`config.mk`:
```
export PLATFORM = sky130hd
export DESIGN_NAME = uart_rx
export DESIGN_NICKNAME = d
export VERILOG_FILES = /design/src/rtl/uart_rx.sv
export SDC_FILE = /design/constraint.sdc
export NUM_CORES = 1
export LEC_CHECK = 0
export CAP_MARGIN = 30
export CORE_UTILIZATION = 38
export DETAILED_ROUTE_END_ITERATION = 6
export GPL_TIMING_DRIVEN = 1
export PLACE_DENSITY = 0.64
export SLEW_MARGIN = 10
export SYNTH_ARGS = -nofsm -noshare
export SYNTH_HDL_FRONTEND = slang
export SYNTH_SLANG_ARGS = --single-unit
```
`constraint.sdc`:
```
create_clock -name clk -period 4.02 [get_ports clk]
set_input_delay 0.804 -clock clk [delete_from_list [all_inputs] [get_ports clk]]
set_output_delay 0.804 -clock clk [all_outputs]
set_load 0.05 [all_outputs]
```
`src/rtl/uart_rx.sv`:
```
// 8N1 UART receiver: free-running oversample tick, mid-bit sampling, one-cycle result pulses.
// Optional even parity (8E1) is compiled in when UART_RX_PARITY_EN is defined.
module uart_rx #(
   parameter int CLK_FREQ   = 50_000_000,
   parameter int BAUD_RATE  = 9600,
   parameter int OVERSAMPLE = 16,
   parameter int TICK_DIV   = CLK_FREQ / (BAUD_RATE * OVERSAMPLE)
) (
   input  logic       clk,
   input  logic       rst_n,
   input  logic       rx,
   output logic [7:0] rx_data,
   output logic       rx_valid,
   output logic       frame_error,
   output logic       parity_error,
   output logic       busy,
   output logic [2:0] dbg_state_o
);

   typedef enum logic [2:0] {
      S_IDLE   = 3'd0,
      S_START  = 3'd1,
      S_DATA   = 3'd2,
      S_STOP   = 3'd3,
`ifdef UART_RX_PARITY_EN
      S_PARITY = 3'd5,
`endif
      S_BREAK  = 3'd4
   } state_e;

   localparam logic [15:0] TICK_LAST = 16'(TICK_DIV - 1);
   localparam logic [3:0]  S_MID     = 4'(OVERSAMPLE / 2 - 1);
   localparam logic [3:0]  S_LAST    = 4'(OVERSAMPLE - 1);

   logic        sync1_q;
   logic        rx_s_q;
   logic [15:0] tcnt_q, tcnt_d;
   logic        tick;
   state_e      state_q, state_d;
   logic [3:0]  scnt_q, scnt_d;
   logic [2:0]  bidx_q, bidx_d;
   logic [7:0]  sr_q, sr_d;
   logic [7:0]  rx_data_q, rx_data_d;
   logic        rx_valid_q, rx_valid_d;
   logic        frame_err_q, frame_err_d;
`ifdef UART_RX_PARITY_EN
   logic        par_pend_q, par_pend_d;
   logic        par_err_q, par_err_d;
`endif

   // Tick grid is never re-phased; a start edge is resolved to within one tick.
   assign tick   = (tcnt_q == TICK_LAST);
   assign tcnt_d = tick ? 16'd0 : tcnt_q + 16'd1;

   always_ff @(posedge clk or negedge rst_n) begin
      if (!rst_n) begin
         sync1_q     <= 1'b1;
         rx_s_q      <= 1'b1;
         tcnt_q      <= 16'd0;
         state_q     <= S_IDLE;
         scnt_q      <= 4'd0;
         bidx_q      <= 3'd0;
         sr_q        <= 8'h00;
         rx_data_q   <= 8'h00;
         rx_valid_q  <= 1'b0;
         frame_err_q <= 1'b0;
`ifdef UART_RX_PARITY_EN
         par_pend_q  <= 1'b0;
         par_err_q   <= 1'b0;
`endif
      end else begin
         sync1_q     <= rx;
         rx_s_q      <= sync1_q;
         tcnt_q      <= tcnt_d;
         state_q     <= state_d;
         scnt_q      <= scnt_d;
         bidx_q      <= bidx_d;
         sr_q        <= sr_d;
         rx_data_q   <= rx_data_d;
         rx_valid_q  <= rx_valid_d;
         frame_err_q <= frame_err_d;
`ifdef UART_RX_PARITY_EN
         par_pend_q  <= par_pend_d;
         par_err_q   <= par_err_d;
`endif
      end
   end

   always_comb begin
      state_d     = state_q;
      scnt_d      = scnt_q;
      bidx_d      = bidx_q;
      sr_d        = sr_q;
      rx_data_d   = rx_data_q;
      rx_valid_d  = 1'b0;
      frame_err_d = 1'b0;
`ifdef UART_RX_PARITY_EN
      par_pend_d  = par_pend_q;
      par_err_d   = 1'b0;
`endif
      if (tick) begin
         case (state_q)
            S_IDLE: begin
               if (!rx_s_q) begin
                  state_d = S_START;
                  scnt_d  = 4'd0;
               end
            end
            S_START: begin
               if (scnt_q == S_MID) begin
                  scnt_d = 4'd0;
                  if (!rx_s_q) begin
                     state_d    = S_DATA;
                     bidx_d     = 3'd0;
`ifdef UART_RX_PARITY_EN
                     par_pend_d = 1'b0;
`endif
                  end else begin
                     state_d = S_IDLE;
                  end
               end else begin
                  scnt_d = scnt_q + 4'd1;
               end
            end
            S_DATA: begin
               if (scnt_q == S_LAST) begin
                  sr_d   = {rx_s_q, sr_q[7:1]};
                  scnt_d = 4'd0;
                  bidx_d = bidx_q + 3'd1;
                  if (bidx_q == 3'd7) begin
`ifdef UART_RX_PARITY_EN
                     state_d = S_PARITY;
`else
                     state_d = S_STOP;
`endif
                  end
               end else begin
                  scnt_d = scnt_q + 4'd1;
               end
            end
`ifdef UART_RX_PARITY_EN
            S_PARITY: begin
               if (scnt_q == S_LAST) begin
                  par_pend_d = (^sr_q) ^ rx_s_q;
                  scnt_d     = 4'd0;
                  state_d    = S_STOP;
               end else begin
                  scnt_d = scnt_q + 4'd1;
               end
            end
`endif
            S_STOP: begin
               if (scnt_q == S_LAST) begin
                  scnt_d = 4'd0;
                  if (rx_s_q) begin
                     state_d = S_IDLE;
`ifdef UART_RX_PARITY_EN
                     if (par_pend_q) begin
                        par_err_d = 1'b1;
                     end else begin
                        rx_valid_d = 1'b1;
                        rx_data_d  = sr_q;
                     end
`else
                     rx_valid_d = 1'b1;
                     rx_data_d  = sr_q;
`endif
                  end else begin
                     // Bad stop wins over any pending parity mismatch.
                     frame_err_d = 1'b1;
                     state_d     = S_BREAK;
                  end
               end else begin
                  scnt_d = scnt_q + 4'd1;
               end
            end
            S_BREAK: begin
               if (rx_s_q) begin
                  state_d = S_IDLE;
               end
            end
            default: begin
               state_d = S_IDLE;
            end
         endcase
      end
   end

   assign rx_data     = rx_data_q;
   assign rx_valid    = rx_valid_q;
   assign frame_error = frame_err_q;
`ifdef UART_RX_PARITY_EN
   assign parity_error = par_err_q;
`else
   assign parity_error = 1'b0;
`endif
   assign busy        = (state_q != S_IDLE);
   assign dbg_state_o = state_q;

endmodule

```
==> results.md, run 1 <==
* Die area at 0.005881 mm^2
* Post-CTS Setup Bufs at 0
* Gr usage total at 0.1361
* Max IR drop VDD at 0.2335 mV
* Syn nets at 182
* Setup TNS Final at 0 ns
* Origin of the critical flop-to-flop path: tcnt_q[0]
* CP bufs+invs at 1
* Setup crit start kind: register
* Via count of the first global-routing pass at 1348
* CP max stage delay at 0.70 ns
* Clk slew on worst S/H paths at 0.08 ns
* Crit path max-delay family: buffers and inverters
* # placed instances at 256
* DIE WIDTH at 76.69 um
* Synth warnings at 0
* Seq/Total Area, Yosys at 0.5443
* R2R Path End: sr_q[3]
* I/O pin cnt at 18
* Commonest non-fill, non-tap cell in the layout: dfrtp_1
* Core area at 0.005238 mm^2
* Initial DRC count at 41
* DRT Pass-1 Iters at 4
* P_leak at 1.117 nW
* Post-synth EDFFs at 0
* Skew-Pair Late Insertion Delay at 0.31 ns
* Cts repair resizes at 0
* Period minus WS final at 2.742 ns
* Hold path depth at 0
* CP max stage cell: clkdlybuf4s50_1
* Worst EP required at 3.22 ns
* Fin crit share at 0.6820
* Clock skew at 0.008885 ns
* Setup slack, reg-to-reg at 1.62 ns
* Hold Crit Class: reg -> reg
* Max Fclk at 364.7 MHz
* Post-route DRC at 0
* Inserted Clock Buffers at 5
* Max cap viols at 0
* WP data arrival at 1.94 ns
* Cells after synthesis at 174
* Routed WL per cell at 13.72 um
* Layout cells sized above 1 at 0.1959
* CP max FO at 16
* Final max-slew violation count at 0
* First-pass GRT wire length at 6.292 mm
* CP endpoint kind: output pin
* Netlist Area Pre-Place at 0.002120 mm^2
* Worst slew pin tran at 0.6297 ns
* Largest net degree at the start of global routing at 33
* Remaining Overflow, GRT at 0
* Maximum clock insertion buffer count at 2
* Initial Utilization at 0.4047
* Synth async-reset ratio at 1.000
* WHS Endpoint: rx_s_q
* Dominant synthesized flop cell: dfrtp_1
* Final setup fails at 0
* CTS Sinks at 46
* CTS Hold Bufs at 0
* Status: completed
* Root buf cell: clkbuf_8
* Layout Nets at 201
* Pwr Density at 333.4 mW/mm^2
* Library cells used by synthesis at 42
* Final hold violation count at 0
* Hpwl dp at 2.530 mm
* Relative slew slack at 0.5770
* CTS tree: built
* PortBufs at 16
* CTS HTree Levels at 2
* Final wirelength at 3.622 mm
* # rows at 26
* Most frequent cells in the layout: dfrtp_1, mux2_2, clkdlybuf4s50_1
* Vias post-DR at 1339
* Chip Height at 76.69 um
* Synthesis-to-layout area growth at 17.00%
* FF-to-FF path depth at 7
* Synth Area per Inst at 12.18 um^2
* Crit path kind: reg -> out
* Cells along the critical path: or3_1 > clkdlybuf4s50_1
* Ant. Diodes at 0
* Synth Register Bits at 46
* GPL Wtd Cong at 0.7673
* Vias/cell at 5.072
* Initial antenna violation count at 0
* Finished Layout Cells at 264
* Tot Pwr at 826.8 uW
* RSZ-0062 raised after global routing: no
* Detail Route Antenna Nets at 0
* Worst Hold Launch: sync1_q
power breakdown:
group          total (mW)  internal (mW)  switching, mW
clock               0.346          0.185          0.161
sequential          0.465          0.464        0.00103
combinational      0.0154        0.00377         0.0117
worst register-to-register path, stage by stage (launching register included):
cell      delay (ns)
dfrtp_1         0.43
inv_1           0.08
ha_1            0.14
and4bb_2        0.25
nand4_2         0.24
nor4_2          0.57
buf_4           0.25
mux2_2          0.33
logic make-up (layout without fill, tap and decap cells):
kind of cell               Yosys count  count (layout)  share of synthesized area
muxes                               18              18                    0.09563
and+or+nand+nor                     65              65                     0.1954
buffers and inverters                9              29                    0.01948
AOI/OAI and AO/OA                   16              16                    0.05608
DFF                                 46              46                     0.5443
adders and majority gates            5               5                    0.02952
xor gates and xnor gates            14              14                    0.05785
other                                1               1                   0.001769
final cells by class:
type,instances,area (um^2)
clock buffers,5,68.82
clock inverters,3,45.04
fillers,483,2758
inverters,3,11.26
multi-input cells,119,930.9
flip-flops and latches,46,1154
well taps,70,87.58
repair buffers,18,182.7
routing by layer:
layer	wire length (um)	global-route usage
met5	0	0
met4	65	0.05192
met3	114	0.03929
met2	1621	0.2134
met1	1820	0.1773
synth_stat cells (all sizes together), types with 3 or more instances:
cell type	number	area share
dfrtp	44	0.52
mux2	18	0.096
nor2	13	0.023
xor2	9	0.037
nand2	7	0.012
nand3	6	0.014
ha	5	0.030
nand4	5	0.018
xnor2	5	0.021
a22o	4	0.017
clkbuf	4	0.0071
nor3	4	0.0094
and4	3	0.012
inv	3	0.0053
nor3b	3	0.011
nor4	3	0.016
or3	3	0.0089
stage by stage:
stage               hold slack, ns  utilization  setup WS (ns)  cell area, um^2
global placement            0.3467       0.4465          1.429             2338
floorplan                   0.3452            -          1.796             2120
global route                0.3674       0.4735          1.216             2480
CTS                         0.3612       0.4735          1.255             2480
detailed placement          0.3488       0.4517          1.588             2366
finish                      0.3600       0.4735          1.278             2480
state kept, by name, indices dropped and copies added (netlist names), 3 cells and up:
signal and count:
sr_q 8, dbg_state_o 3, bidx_q 3, scnt_q 4, tcnt_q 16, rx_data 8
worst max-delay path by stage:
stage               cells after the start      startpoint  slack [ns]  endpoint
finish                                  2  dbg_state_o[2]        1.28      busy
global route                            2  dbg_state_o[2]        1.22      busy
CTS                                     2  dbg_state_o[2]        1.26      busy
detailed placement                      7       tcnt_q[0]        1.59   sr_q[4]
global placement                        6       tcnt_q[0]        1.43   sr_q[0]
floorplan                               2  dbg_state_o[2]        1.80      busy
No activity file was read; power rests on OpenSTA's default activity.
==> run 2: changes to the inputs <==
--- a/config.mk
+++ b/config.mk
@@ -9,7 +9,7 @@
 export CORE_UTILIZATION = 38
 export DETAILED_ROUTE_END_ITERATION = 6
 export GPL_TIMING_DRIVEN = 1
-export PLACE_DENSITY = 0.64
+export PLACE_DENSITY = 0.66
 export SLEW_MARGIN = 10
 export SYNTH_ARGS = -nofsm -noshare
 export SYNTH_HDL_FRONTEND = slang
==> constraint.sdc (replaced) <==
create_clock -name clk -period 2.21 [get_ports clk]
set_input_delay 0.442 -clock clk [delete_from_list [all_inputs] [get_ports clk]]
set_output_delay 0.442 -clock clk [all_outputs]
set_load 0.05 [all_outputs]
==> run 2 against run 1 <==
Combinational power grew 63%; utilization is 0.43 points higher; sequential share of layout area shrank 0.42 points; largest cell class unchanged; highest routed layer unchanged.
==> results.md, run 2 (same netlist as run 1, synthesis figures left out) <==
* Worst slew pin tran at 0.5801 ns (was 0.6297 ns)
* DIE WIDTH at 76.69 um (unchanged)
* Initial DRC count at 63 (was 41)
* Fillcell total at 475 (was 483)
* Synthesis-to-layout area growth at 18.06% (was 17.00%)
* CTS Hold Bufs at 0 (unchanged)
* Layout cells sized above 1 at 0.2388 (was 0.1959)
* P_leak at 1.172 nW (was 1.117 nW)
* Relative slew slack at 0.6133 (was 0.5770)
* Die area at 0.005881 mm^2 (unchanged)
* Final max-slew violation count at 0 (unchanged)
* Ant. Diodes at 0 (unchanged)
* Post-CTS Setup Bufs at 0 (unchanged)
* Fin crit share at 0.9361
* Final wirelength at 3.621 mm (was 3.622 mm)
* Setup crit start kind: register (unchanged)
* CTS Sinks at 46 (unchanged)
* GPL Wtd Cong at 0.7380 (was 0.7673)
* Layout Utilization at 0.4778 (was 0.4735)
* Hold Crit Class: in -> async (was reg -> reg)
* DRT Pass-1 Iters at 4 (unchanged)
* CP endpoint kind: register (was output pin)
* Detail Route Antenna Nets at 0 (unchanged)
* Period minus WS final at 2.069 ns
* Worst EP required at 2.41 ns (was 3.22 ns)
* Vias post-DR at 1397 (was 1339)
* Top reg by flops: tcnt_q (unchanged)
* PortBufs at 16 (unchanged)
* Max Fclk at 483.4 MHz
* WP data arrival at 2.27 ns (was 1.94 ns)
* Maximum clock insertion buffer count at 2 (unchanged)
* WP depth at 6 (was 2)
* Cells along the critical path: inv_1 > ha_1 > and4bb_2 > nand4_2 > or4b_4 > mux2_2 (was or3_1 > clkdlybuf4s50_1)
* Status: completed (unchanged)
* Commonest non-fill, non-tap cell in the layout: dfrtp_1 (unchanged)
* Largest net degree at the start of global routing at 47 (was 33)
* I/O pin cnt at 18 (unchanged)
* Routed WL per cell at 13.36 um (was 13.72 um)
* Crit path max-delay family: simple AND/OR/NAND/NOR gates (was buffers and inverters)
* Initial Utilization at 0.4047 (unchanged)
* Max cap viols at 0 (unchanged)
* Max IR drop VDD at 0.4616 mV (was 0.2335 mV)
* FF-to-FF path depth at 6 (was 7)
* Clock skew at 0.007345 ns (was 0.008885 ns)
* Setup TNS Final at 0 ns (unchanged)
* Final hold violation count at 0 (unchanged)
* Root buf cell: clkbuf_8 (unchanged)
* Initial antenna violation count at 0 (unchanged)
* Post-route DRC at 0 (unchanged)
* Cts repair resizes at 0 (unchanged)
* Largest register FFs at 16 (unchanged)
* CTS HTree Levels at 2 (unchanged)
* Layout Nets at 208 (was 201)
* Most frequent cells in the layout: dfrtp_1, mux2_2, nor2_1 (was dfrtp_1, mux2_2, clkdlybuf4s50_1)
* Clk slew on worst S/H paths at 0.10 ns (was 0.08 ns)
* CP max stage delay at 0.60 ns (was 0.70 ns)
* Core area at 0.005238 mm^2 (unchanged)
* Inserted Clock Buffers at 5 (unchanged)
* CP max stage cell: or4b_4 (was clkdlybuf4s50_1)
* CTS tree: built (unchanged)
* Pwr Density at 565.8 mW/mm^2 (was 333.4 mW/mm^2)
* Final setup fails at 0 (unchanged)
* RSZ-0062 raised after global routing: no (unchanged)
* Crit path kind: reg -> reg (was reg -> out)
* Vias/cell at 5.155 (was 5.072)
* CP max FO at 7 (was 16)
* CP bufs+invs at 1 (unchanged)
* # rows at 26 (unchanged)
* Gr usage total at 0.1335 (was 0.1361)
* Skew-Pair Late Insertion Delay at 0.30 ns (was 0.31 ns)
* First-pass GRT wire length at 6.230 mm (was 6.292 mm)
* Via count of the first global-routing pass at 1315 (was 1348)
* Remaining Overflow, GRT at 0 (unchanged)
* Hpwl dp at 2.400 mm (was 2.530 mm)
* Chip Height at 76.69 um (unchanged)
## run 2: cell types whose count changed in the layout (fill, tap and decap cells not counted)
cell	delta
clkdlybuf4s50_1	-3
buf_4	+10
bufinv_16	-1
buf_12	-1
or4b_4	+1
or4b_1	-1
inv_6	+3
dlymetal6s2s_1	+1
clkinvlp_4	-2
## run 2: layer usage
metal	part of all wire	GRT usage	up-vias	routed length [um]
met3	0.031	0.03929	4	114
met4	0.0077	0.04231	0	28
met1	0.52	0.1912	697	1885
met5	0	0	-	0
met2	0.44	0.1929	20	1593
li1	-	-	676	-
## run 2: power by group
part / switching [mW] / leakage [nW] / internal (mW)
Combinational: 0.0207 / 0.501 / 0.00445
Clock: 0.310 / 0.0495 / 0.235
Sequential: 0.00160 / 0.622 / 0.844
## run 2: through the flow
stage	setup slack, ns	power (mW)	std cells	hold slack, ns	instance area [um^2]
finish	0.1412	1.416	271	0.2026	2502
CTS	0.02755	1.436	271	0.2236	2496
global placement	0.1555	0.8890	263	0.3472	2401
global route	0.006427	1.476	271	0.2500	2502
detailed placement	0.1278	0.8887	263	0.3488	2401
floorplan	0.1821	0.8691	174	0.1464	2120
## run 2: area by class of cell
cell class / count / area [um^2] / share of cell area
multi-input combinational: 119 / 934.6 / 0.3735
timing repair buffer: 25 / 220.2 / 0.08800
clock inverter: 3 / 26.28 / 0.01050
sequential: 46 / 1154 / 0.4610
clock buffer: 5 / 68.82 / 0.02750
tap: 70 / 87.58 / 0.03500
inverter: 3 / 11.26 / 0.004500
## run 2: final timing paths
kind	endpoint	from	slack (ns)
max	bidx_q[0]	tcnt_q[0]	0.14
min	rx_data[2]	rst_n	0.20
max reg2reg	bidx_q[0]	tcnt_q[0]	0.14
min reg2reg	rx_s_q	sync1_q	0.36
max in group asynchronous	frame_error	rst_n	1.59
min in group clk	rx_s_q	sync1_q	0.36
==> run 3: changes to the inputs <==
--- a/config.mk
+++ b/config.mk
@@ -9,7 +9,7 @@
 export CORE_UTILIZATION = 38
 export DETAILED_ROUTE_END_ITERATION = 6
 export GPL_TIMING_DRIVEN = 1
-export PLACE_DENSITY = 0.66
+export PLACE_DENSITY = 0.59
 export SLEW_MARGIN = 10
 export SYNTH_ARGS = -nofsm -noshare
 export SYNTH_HDL_FRONTEND = slang
==> run 3 against run 2 <==
Critical path depth is the same; global-route usage is 1.1 points higher; flip-flop and latch count did not move; power is 2.7% lower; combinational power about the same; sequential share of layout area grew 0.12 points; count of clock-buffer cells in the layout stayed put; clock skew shrank 0.0025 ns; cell area down 0.25%; fmax fell by 1.0%; register-to-register slack lost 0.02 ns; critical endpoint unchanged; largest power group unchanged.
==> results.md, run 3 (same netlist as run 1, synthesis figures left out) <==
* Switching power at 307.1 uW (was 332.0 uW)
* P_leak at 1.184 nW (was 1.172 nW)
* Final setup fails at 0 (unchanged)
* P_int at 1.071 mW (was 1.084 mW)
* Inserted Clock Buffers at 5 (unchanged)
* Worst EP required at 2.40 ns (was 2.41 ns)
* # rows at 26 (unchanged)
* Largest net degree at the start of global routing at 47 (unchanged)
* DIE WIDTH at 76.69 um (unchanged)
* Final wirelength at 3.831 mm (was 3.621 mm)
* Die area at 0.005881 mm^2 (unchanged)
* WP data arrival at 2.28 ns (was 2.27 ns)
* Core area at 0.005238 mm^2 (unchanged)
* CTS tree: built (unchanged)
* Switching Share at 0.2229 (was 0.2345)
* Maximum clock insertion buffer count at 2 (unchanged)
* PortBufs at 16 (unchanged)
* CP max FO at 7 (unchanged)
* Initial Utilization at 0.4047 (unchanged)
* Max cap viols at 0 (unchanged)
* Fin crit share at 0.9457 (was 0.9361)
* DRT Pass-1 Iters at 4 (unchanged)
* Ant. Diodes at 0 (unchanged)
* Detail Route Antenna Nets at 0 (unchanged)
* Setup crit start kind: register (unchanged)
* WHS at 0.2209 ns (was 0.2026 ns)
* Top reg by flops: tcnt_q (unchanged)
* Tot Pwr at 1.378 mW (was 1.416 mW)
* Post-CTS Setup Bufs at 0 (unchanged)
* RSZ-0062 raised after global routing: no (unchanged)
* Gr usage total at 0.1440 (was 0.1335)
* Clk slew on worst S/H paths at 0.09 ns (was 0.10 ns)
* Crit path kind: reg -> reg (unchanged)
* Final max-slew violation count at 0 (unchanged)
* Max Fclk at 478.4 MHz (was 483.4 MHz)
* CTS HTree Levels at 2 (unchanged)
* Largest register FFs at 16 (unchanged)
* Clock skew at 0.004866 ns (was 0.007345 ns)
* CTS Hold Bufs at 0 (unchanged)
* Clock share of power at 0.368 (was 0.385)
* Most frequent cells in the layout: dfrtp_1, mux2_2, nor2_1 (unchanged)
* I/O pin cnt at 18 (unchanged)
* Post-route DRC at 0 (unchanged)
* Setup TNS Final at 0 ns (unchanged)
* Status: completed (unchanged)
* Synthesis-to-layout area growth at 17.77% (was 18.06%)
* Commonest non-fill, non-tap cell in the layout: dfrtp_1 (unchanged)
* Worst slew pin tran at 0.5843 ns (was 0.5801 ns)
* Vias post-DR at 1395 (was 1397)
* Skew-Pair Late Insertion Delay at 0.30 ns (about the same)
* Period minus WS final at 2.090 ns (was 2.069 ns)
* Reg power frac at 0.614 (was 0.597)
* First-pass GRT wire length at 6.603 mm (was 6.230 mm)
* Layout cells sized above 1 at 0.2338 (was 0.2388)
* Vias/cell at 5.148 (was 5.155)
* Cts repair resizes at 0 (unchanged)
* Via count of the first global-routing pass at 1396 (was 1315)
* Initial antenna violation count at 0 (unchanged)
* Chip Height at 76.69 um (unchanged)
* Initial DRC count at 67 (was 63)
* CP endpoint kind: register (unchanged)
* Root buf cell: clkbuf_8 (unchanged)
* Pwr Density at 552.0 mW/mm^2 (was 565.8 mW/mm^2)
* Final hold violation count at 0 (unchanged)
* GPL Wtd Cong at 0.8053 (was 0.7380)
* Remaining Overflow, GRT at 0 (unchanged)
* CTS Sinks at 46 (unchanged)
* Relative slew slack at 0.6105 (was 0.6133)
* Logic gate share of total power at 0.018 (about the same)
* Routed WL per cell at 14.14 um (was 13.36 um)
* Layout Nets at 208 (unchanged)
* Hold Crit Class: in -> async (unchanged)
* Max IR drop VDD at 0.3200 mV (was 0.4616 mV)
* Hpwl dp at 2.665 mm (was 2.400 mm)
==> run 3: cell types whose count changed in the layout (fill, tap and decap cells not counted) <==
cell             delta
or4b_4              -1
clkinvlp_4          +1
inv_6               -3
dlymetal6s2s_1      +1
or4b_1              +1
clkinv_4            +1
clkdlybuf4s50_1     -1
clkinv_2            +1
==> run 3: critical path, stage by stage, from the launching register on <==
cell	delay [ns]
dfrtp_1	0.43
inv_1	0.07
ha_1	0.13
and4bb_2	0.24
nand4_2	0.19
or4b_1	0.63
mux2_2	0.30
==> run 3: per-stage QoR <==
| step | cell area (um^2) | worst slack [ns] | instances | utilization |
|---|---|---|---|---|
| 3_5_place_dp | 2401 | 0.1116 | 263 | 0.4584 |
| 6_report | 2496 | 0.1199 | 271 | 0.4766 |
| 3_3_place_gp | 2401 | 0.1832 | 263 | 0.4584 |
| 5_1_grt | 2496 | 0.002928 | 271 | 0.4766 |
| 2_1_floorplan | 2120 | 0.1821 | 174 | - |
| 4_1_cts | 2491 | 0.01452 | 271 | 0.4756 |
==> run 3: cell type report <==
class	count	area [um^2]
Clock inverter	3	21.27
Sequential cell	46	1154
Fill cell	474	2741
Timing Repair Buffer	25	222.7
Clock buffer	5	68.82
Multi-Input combinational cell	119	930.9
Tap cell	70	87.58
Inverter	3	11.26
==> run 3: power by group through the flow <==
| stage | logic (mW) | clock network [mW] | registers (mW) |
|---|---|---|---|
| final | 0.0252 | 0.507 | 0.846 |
| after global routing | 0.0295 | 0.571 | 0.847 |
| after CTS | 0.0268 | 0.535 | 0.846 |
| after detailed placement | 0.0267 | 0 | 0.863 |
| after global placement | 0.0265 | 0 | 0.863 |
| after floorplan | 0.00688 | 0 | 0.862 |
==> run 3: final timing paths <==
check,from,endpoint,depth (start not counted),slack [ns]
max in group asynchronous,rst_n,tcnt_q[10],2,1.58
min in group clk,sync1_q,rx_s_q,0,0.36
worst max-delay path,tcnt_q[0],bidx_q[0],6,0.12
worst max register to register,tcnt_q[0],bidx_q[0],6,0.12
worst min register to register,sync1_q,rx_s_q,0,0.36
worst min-delay path,rst_n,dbg_state_o[2],2,0.22
==> run 3: metal layers <==
layer,vias up,GRT usage,share of wire
li1,678,-,-
met2,32,0.2116,0.46
met3,2,0.04167,0.040
met4,0,0.06154,0.0065
met5,-,0,0
met1,683,0.1972,0.49
